[config.mk]
export PLATFORM = sky130hd
export DESIGN_NAME = clint_ctrl_flat
export DESIGN_NICKNAME = d
export VERILOG_FILES = /design/src/rtl/clint_ctrl_if.sv /design/src/rtl/clint_ctrl.sv /design/src/flat_wrapper.sv
export SDC_FILE = /design/constraint.sdc
export NUM_CORES = 1
export LEC_CHECK = 0
export BUFFER_PORTS_ARGS = -buffer_cell sky130_fd_sc_hd__buf_4
export CAP_MARGIN = 30
export CORE_UTILIZATION = 55
export DETAILED_ROUTE_END_ITERATION = 16
export PLACE_DENSITY = 0.81
export SLEW_MARGIN = 20
export SYNTH_ARGS = -nofsm -noshare
export SYNTH_HDL_FRONTEND = slang
export SYNTH_SLANG_ARGS = --single-unit
export TNS_END_PERCENT = 20
[constraint.sdc]
create_clock -name clk -period 4.1 [get_ports clk]
set_clock_uncertainty 0.1 [all_clocks]
set_input_delay 0.205 -clock clk [delete_from_list [all_inputs] [get_ports clk]]
set_output_delay 0.205 -clock clk [all_outputs]
set_load 0.02 [all_outputs]
[src/rtl/clint_ctrl_if.sv]
// Request/response bus between the memory stage (master) and the core-local interruptor (slave).
interface clint_ctrl_if;
  logic        req_valid;
  logic        req_ready;
  logic        req_write;
  logic [31:0] req_addr;
  logic [63:0] req_wdata;
  logic [7:0]  req_strb;
  logic        resp_valid;
  logic        resp_ready;
  logic [63:0] resp_rdata;
  logic        resp_err;

  modport master (
    output req_valid, req_write, req_addr, req_wdata, req_strb, resp_ready,
    input  req_ready, resp_valid, resp_rdata, resp_err
  );

  modport slave (
    input  req_valid, req_write, req_addr, req_wdata, req_strb, resp_ready,
    output req_ready, resp_valid, resp_rdata, resp_err
  );
endinterface

[src/rtl/clint_ctrl.sv]
// Core-local interruptor: memory-mapped msip/mtimecmp/mtime plus timer/software/external interrupt levels.
// Define CLINT_EXINT_SYNC_EN to pass ext_irq through a 2-flop synchronizer instead of a single register.
module clint_ctrl #(
  parameter logic [31:0] BASE_ADDR = 32'h0200_0000,
  parameter int unsigned TICK_DIV  = 1
) (
  input  logic         clk,
  input  logic         reset,
  clint_ctrl_if.slave  bus,
  input  logic         ext_irq,
  output logic         trint,
  output logic         swint,
  output logic         exint,
  output logic [63:0]  mtime_o
);

  localparam int unsigned PW = (TICK_DIV > 1) ? $clog2(TICK_DIV) : 1;
  localparam logic [PW-1:0] PRESC_MAX = PW'(TICK_DIV - 1);
  localparam logic [31:0] MSIP_ADDR     = BASE_ADDR + 32'h0000_0000;
  localparam logic [31:0] MTIMECMP_ADDR = BASE_ADDR + 32'h0000_4000;
  localparam logic [31:0] MTIME_ADDR    = BASE_ADDR + 32'h0000_BFF8;

  typedef enum logic {IDLE, RESP} state_t;

  state_t      state_q;
  logic        req_ready_q;
  logic        resp_valid_q;
  logic [63:0] rdata_q;
  logic        err_q;

  logic        msip_q, msip_d;
  logic [63:0] mtimecmp_q, mtimecmp_d;
  logic [63:0] mtime_q, mtime_d;
  logic [PW-1:0] presc_q;
  logic        trint_q;
  logic        exint_q;

  logic        accept;
  logic        tick;
  logic        wr_en;
  logic [31:0] dw_addr;
  logic        sel_msip, sel_cmp, sel_mtime, hit;
  logic [63:0] wmask;
  logic [63:0] rd_sel;

  assign accept    = bus.req_valid && req_ready_q;
  assign tick      = (presc_q == PRESC_MAX);
  assign dw_addr   = bus.req_addr & ~32'h7;
  assign sel_msip  = (dw_addr == MSIP_ADDR);
  assign sel_cmp   = (dw_addr == MTIMECMP_ADDR);
  assign sel_mtime = (dw_addr == MTIME_ADDR);
  assign hit       = sel_msip || sel_cmp || sel_mtime;
  // An all-zero strobe must not disturb anything, including a coincident mtime tick.
  assign wr_en     = accept && bus.req_write && hit && (bus.req_strb != 8'h00);

  genvar gi;
  generate
    for (gi = 0; gi < 8; gi++) begin : g_wmask
      assign wmask[gi*8 +: 8] = {8{bus.req_strb[gi]}};
    end
  endgenerate

  always_comb begin
    rd_sel = 64'h0;
    if (sel_msip)       rd_sel = {63'h0, msip_q};
    else if (sel_cmp)   rd_sel = mtimecmp_q;
    else if (sel_mtime) rd_sel = mtime_q;
  end

  always_comb begin
    msip_d     = msip_q;
    mtimecmp_d = mtimecmp_q;
    mtime_d    = tick ? mtime_q + 64'd1 : mtime_q;
    if (wr_en && sel_msip && bus.req_strb[0])
      msip_d = bus.req_wdata[0];
    if (wr_en && sel_cmp)
      mtimecmp_d = (mtimecmp_q & ~wmask) | (bus.req_wdata & wmask);
    if (wr_en && sel_mtime)
      mtime_d = (mtime_q & ~wmask) | (bus.req_wdata & wmask);
  end

  always_ff @(posedge clk) begin
    if (reset) begin
      state_q      <= IDLE;
      req_ready_q  <= 1'b1;
      resp_valid_q <= 1'b0;
      rdata_q      <= 64'h0;
      err_q        <= 1'b0;
    end else begin
      case (state_q)
        IDLE: begin
          if (accept) begin
            state_q      <= RESP;
            req_ready_q  <= 1'b0;
            resp_valid_q <= 1'b1;
            rdata_q      <= (bus.req_write || !hit) ? 64'h0 : rd_sel;
            err_q        <= !hit;
          end
        end
        RESP: begin
          if (bus.resp_ready) begin
            state_q      <= IDLE;
            req_ready_q  <= 1'b1;
            resp_valid_q <= 1'b0;
            rdata_q      <= 64'h0;
            err_q        <= 1'b0;
          end
        end
        default: state_q <= IDLE;
      endcase
    end
  end

  always_ff @(posedge clk) begin
    if (reset) begin
      msip_q     <= 1'b0;
      mtimecmp_q <= 64'hFFFF_FFFF_FFFF_FFFF;
      mtime_q    <= 64'h0;
      presc_q    <= '0;
      trint_q    <= 1'b0;
    end else begin
      msip_q     <= msip_d;
      mtimecmp_q <= mtimecmp_d;
      mtime_q    <= mtime_d;
      presc_q    <= tick ? '0 : presc_q + PW'(1);
      trint_q    <= (mtime_q >= mtimecmp_q);
    end
  end

`ifdef CLINT_EXINT_SYNC_EN
  logic ext_meta_q;

  always_ff @(posedge clk) begin
    if (reset) begin
      ext_meta_q <= 1'b0;
      exint_q    <= 1'b0;
    end else begin
      ext_meta_q <= ext_irq;
      exint_q    <= ext_meta_q;
    end
  end
`else
  always_ff @(posedge clk) begin
    if (reset) exint_q <= 1'b0;
    else       exint_q <= ext_irq;
  end
`endif

  assign bus.req_ready  = req_ready_q;
  assign bus.resp_valid = resp_valid_q;
  assign bus.resp_rdata = rdata_q;
  assign bus.resp_err   = err_q;
  assign trint          = trint_q;
  assign swint          = msip_q;
  assign exint          = exint_q;
  assign mtime_o        = mtime_q;

endmodule

[src/flat_wrapper.sv]
// flat-port wrapper written by rule: the top's interface ports become plain ports
module clint_ctrl_flat 
#(
  parameter logic [31:0] BASE_ADDR = 32'h0200_0000,
  parameter int unsigned TICK_DIV  = 1
)
  (clk, reset, ext_irq, trint, swint, exint, mtime_o, bus_req_valid, bus_req_write, bus_req_addr, bus_req_wdata, bus_req_strb, bus_resp_ready, bus_req_ready, bus_resp_valid, bus_resp_rdata, bus_resp_err);
  clint_ctrl_if bus_i ();
  input  logic clk;
  input  logic reset;
  input  logic ext_irq;
  output logic trint;
  output logic swint;
  output logic exint;
  output logic [63:0] mtime_o;
  input wire logic [$bits(bus_i.req_valid)-1:0] bus_req_valid;
  input wire logic [$bits(bus_i.req_write)-1:0] bus_req_write;
  input wire logic [$bits(bus_i.req_addr)-1:0] bus_req_addr;
  input wire logic [$bits(bus_i.req_wdata)-1:0] bus_req_wdata;
  input wire logic [$bits(bus_i.req_strb)-1:0] bus_req_strb;
  input wire logic [$bits(bus_i.resp_ready)-1:0] bus_resp_ready;
  output wire logic [$bits(bus_i.req_ready)-1:0] bus_req_ready;
  output wire logic [$bits(bus_i.resp_valid)-1:0] bus_resp_valid;
  output wire logic [$bits(bus_i.resp_rdata)-1:0] bus_resp_rdata;
  output wire logic [$bits(bus_i.resp_err)-1:0] bus_resp_err;
  assign bus_i.req_valid = bus_req_valid;
  assign bus_i.req_write = bus_req_write;
  assign bus_i.req_addr = bus_req_addr;
  assign bus_i.req_wdata = bus_req_wdata;
  assign bus_i.req_strb = bus_req_strb;
  assign bus_i.resp_ready = bus_resp_ready;
  assign bus_req_ready = bus_i.req_ready;
  assign bus_resp_valid = bus_i.resp_valid;
  assign bus_resp_rdata = bus_i.resp_rdata;
  assign bus_resp_err = bus_i.resp_err;
  clint_ctrl #(.BASE_ADDR(BASE_ADDR), .TICK_DIV(TICK_DIV)) u_core (.clk(clk), .reset(reset), .bus(bus_i), .ext_irq(ext_irq), .trint(trint), .swint(swint), .exint(exint), .mtime_o(mtime_o));
endmodule
# Word level (Yosys, flattened, before mapping)
# Cells that the tools add are included.
# word_totals
ff_bits	200
input_bits	110
# op_classes
addsub	2
n_lt_le_gt_ge	1
eq_ne	6
mux	20
bitwise	8
reduce_logical	15
# ops
op	n
$mux 64	8
$and 64x64->64	3
$or 64x64->64	2
$pmux 64 s2	1
$eq 29x23->1 const B	3
$add 64x1->64 const B	1
$ge 64x64->1	1
$not 64->64	1
$logic_and 1x1->1	8
$pmux 1 s2	4
$reduce_bool 8->1	1
$mux 1	7
$ne 2x2->1 const B	2
$logic_or 1x1->1	3
$ne 2x1->1 const B	1
$not 1->1	2
$reduce_and 2->1	1
$reduce_or 2->1	1
$add 1x1->1 const B	1
$logic_not 1->1	1

# Longest topological paths before layout
# depth
word_depth	8
depth_mapped	10

# Worst setup path before layout
# No wires, ideal clock.
# synth_timing
path_type	reg2reg
from	register with a tool-made name
to	register with a tool-made name
setup_time_ns	0.074
arrival_time_ns	2.362
t_required_ns	3.926
path_slack_ns	1.564
path_stages_with_launch	8
path_cell_list	dfxtp_1 ha_1 nand2_1 nor3_2 nand4_1 or4_4 or4_1 a31oi_1

==> results.ini <==
[power]
swShare_pct = 23.54
p_per_area_nw_per_um2 = 282.7
leakagePower_nw = 6.095
p_int_mw = 3.065
power.share.clock_pct = 42.8
power.switching_mw = 0.9437
seqPwrFrac_pct = 49.1
comb_power_share_pct = 8.0
ir_drop_mv = 0.2868

[clock_network]
cts_root_buf = clkbuf_16
numCtsBuffers = 17
cts_setup_buffers = 0
h-tree-depth = 4
cts_tree = yes
cts.path.max_buffers = 2
cts.clk_slew.worst_paths_ns = 0.07
cts_resized = 0
clock-sinks = 200
hold_buffers = 64
insertion_delay_ns = 0.44

[layout]
fillers = 1502
area_delta_synth_final_pct = 28.74
num_antenna_cells = 0
design_area_um2 = 14180
layout-drive-gt1-share_pct = 19.20
nNetsFinal = 1732

[floorplan]
start_util_pct = 56.41
coreArea_um2 = 19530
num_rows = 51
ios = 244
die-height_um = 143.5
dieArea_um2 = 20600
die_w_um = 143.5

[logic_synthesis]
synth_top_area_cell = dfxtp_1
synth.distinct_cells = 70
synth_edf_count = 0
syn_inst = 1299
ys_seq_area_share_pct = 36.35
synth_top_area_share_pct = 36.35
synth_warnings = 0
synth_area_per_cell_um2 = 8.480
syn_nets = 1474
synth_flop_cell = dfxtp_1
yosys_register_bits = 200
async_flop_share_pct = 0
yosys-top-cells-area = dfxtp_1 36%, ha_1 7.4%, mux2i_1 6.0%
synth_area_um2 = 11020

[setup_path]
critical_path.top_delay_family = simple AND/OR/NAND/NOR gates
crit_path_top_delay_cell = nor4_2
critical_path_class = reg -> reg
cp.required_ns = 4.33
crit_fanout = 11
critPathBufInv = 0
critPathMaxStageDelay_ns = 0.66
worstSetupEndpointType = flip-flop
worst_setup_path_start_kind = flip-flop
arrival_ns = 3.29
crit_path_frequent_cell = nand4_1
crit_chain = nand4_1 > nor3_1 > nand4_1 > nor4_2 > a21boi_0 > o21a_1

[timing]
timing.slew.headroom_pct = 33.99
period_minus_slack_ns = 3.058
holdWs_ns = 0.02292
max_freq_mhz = 327.0
fin_setup_tns_ns = 0
rsz0062_at_grt = no
worst_slew_pin_slew_ns = 0.9888
finalHoldViolCount = 0
final.period_utilization_pct = 74.59
setup_viol = 0
maxSlewViolCount = 0

[global_routing]
antenna_found_initial = 0
grt_max_degree = 80
grt_pass1_vias = 10760
grt_pass1_wl_mm = 55.08
overflow = 0
gr-usage-all-layers_pct = 33.90

[detailed_routing]
first_pass_iters = 5
drt-vias-per-instance = 6.181
drt_iter0_drc = 912
via_count = 11330
wl_mm = 34.80
drc = 0
wire_per_inst_um = 18.99
ant_nets = 0

[status]
status = finished clean

[placed_design]
dpl.hpwl_mm = 24.43
postPlaceCellArea_um2 = 12960
place_congestion = 0.8809
portBuffers = 240

[worst_hold_path]
hp-class = in -> reg

[flow_run]
maxCapViolCount = 0

## cell type report
type / instances / area, um2 / area share [%]
tap: 265 / 331.6 / 2.338
clock inverter: 10 / 145.1 / 1.023
clock buffer: 20 / 436.7 / 3.079
sequential: 200 / 4004 / 28.23
inverter: 87 / 326.6 / 2.303
timing repair buffer: 318 / 2560 / 18.05
multi-input combinational: 933 / 6377 / 44.97
## final timing paths
check / start / to / slack [ns] / depth (start not counted)
worst max-delay path: flip-flop / flip-flop / 1.04 / 6
worst min-delay path: bus_req_wdata[31] / flip-flop / 0.02 / 3
worst max register to register: flip-flop / flip-flop / 1.04 / 6
worst min register to register: u_core.bus.resp_rdata[19] / u_core.bus.resp_rdata[19] / 0.39 / 2
## routing by layer
layer / global-route usage [%] / part of all wire, % / vias up
met5: 0 / 0 / -
met1: 42.88 / 41 / 5386
met2: 56.59 / 48 / 519
li1: - / - / 5321
met3: 5.865 / 7.6 / 103
met4: 14.67 / 3.3 / 0
## layout by cell type (no fill, tap or decap), types with 39 or more instances in the layout
master | Yosys | routed
buf_4 | 3 | 253
dfxtp_1 | 200 | 200
nand2_1 | 132 | 132
nor2_1 | 110 | 110
inv_1 | 86 | 86
mux2i_1 | 66 | 66
a2bb2oi_1 | 65 | 65
ha_1 | 65 | 65
dlygate4sd3_1 | 0 | 64
o211ai_1 | 63 | 63
a211oi_1 | 39 | 39
## metrics by stage
stage	worst slack (ns)	power (mW)	utilization, %	cells
final	1.042	4.009	72.63	1833
after global routing	0.8394	4.115	72.63	1833
after CTS	1.096	4.011	72.63	1833
after detailed placement	1.170	2.280	66.37	1739
after global placement	1.196	2.274	66.26	1738
after floorplan	1.564	2.116	-	1299
## power by group through the flow
stage / clock network, mW / logic [mW] / registers [mW]
finish: 1.72 / 0.322 / 1.97
global route: 1.80 / 0.339 / 1.97
CTS: 1.73 / 0.315 / 1.97
detailed placement: 0 / 0.266 / 2.01
global placement: 0 / 0.261 / 2.01
floorplan: 0 / 0.0983 / 2.02
## kinds of logic after synthesis
kind of cell	count (synthesis)	synth area share, %
AOI/OAI and AO/OA	320	21.74
xor gates and xnor gates	1	0.07952
adders and majority gates	65	7.383
buffers and inverters	166	5.952
DFF	200	36.35
muxes	67	6.099
other	1	0.03404
and+or+nand+nor	479	22.36
## synthesized netlist by cell type (6+ instances only)
master     instances
and3_1            23
nor4_1            30
nor3_1            39
nor3b_1            7
and4_1            16
nand2_1          132
a211o_1            9
a211oi_1          39
o21bai_1          22
a21oi_1           37
ha_1              65
a2bb2oi_1         65
mux2i_1           66
nand3b_1           7
or3_1             11
a31oi_1           13
buf_2             11
a221oi_1           7
clkbuf_1          63
o211ai_1          63
nand4_1           25
o21ai_0           14
nand3_1           30
dfxtp_1          200
nor2_1           110
inv_1             86
a21o_1             7
nand2b_1           7
a2111oi_0          6
and2_1            14
## worst reg2reg max path, stage by stage (launching register included)
cell      delay, ns
dfxtp_1        0.46
nand4_1        0.32
nor3_1         0.53
nand4_1        0.52
nor4_2         0.66
a21boi_0       0.18
o21a_1         0.19
Note: power is estimated with default switching activity, not from simulation.
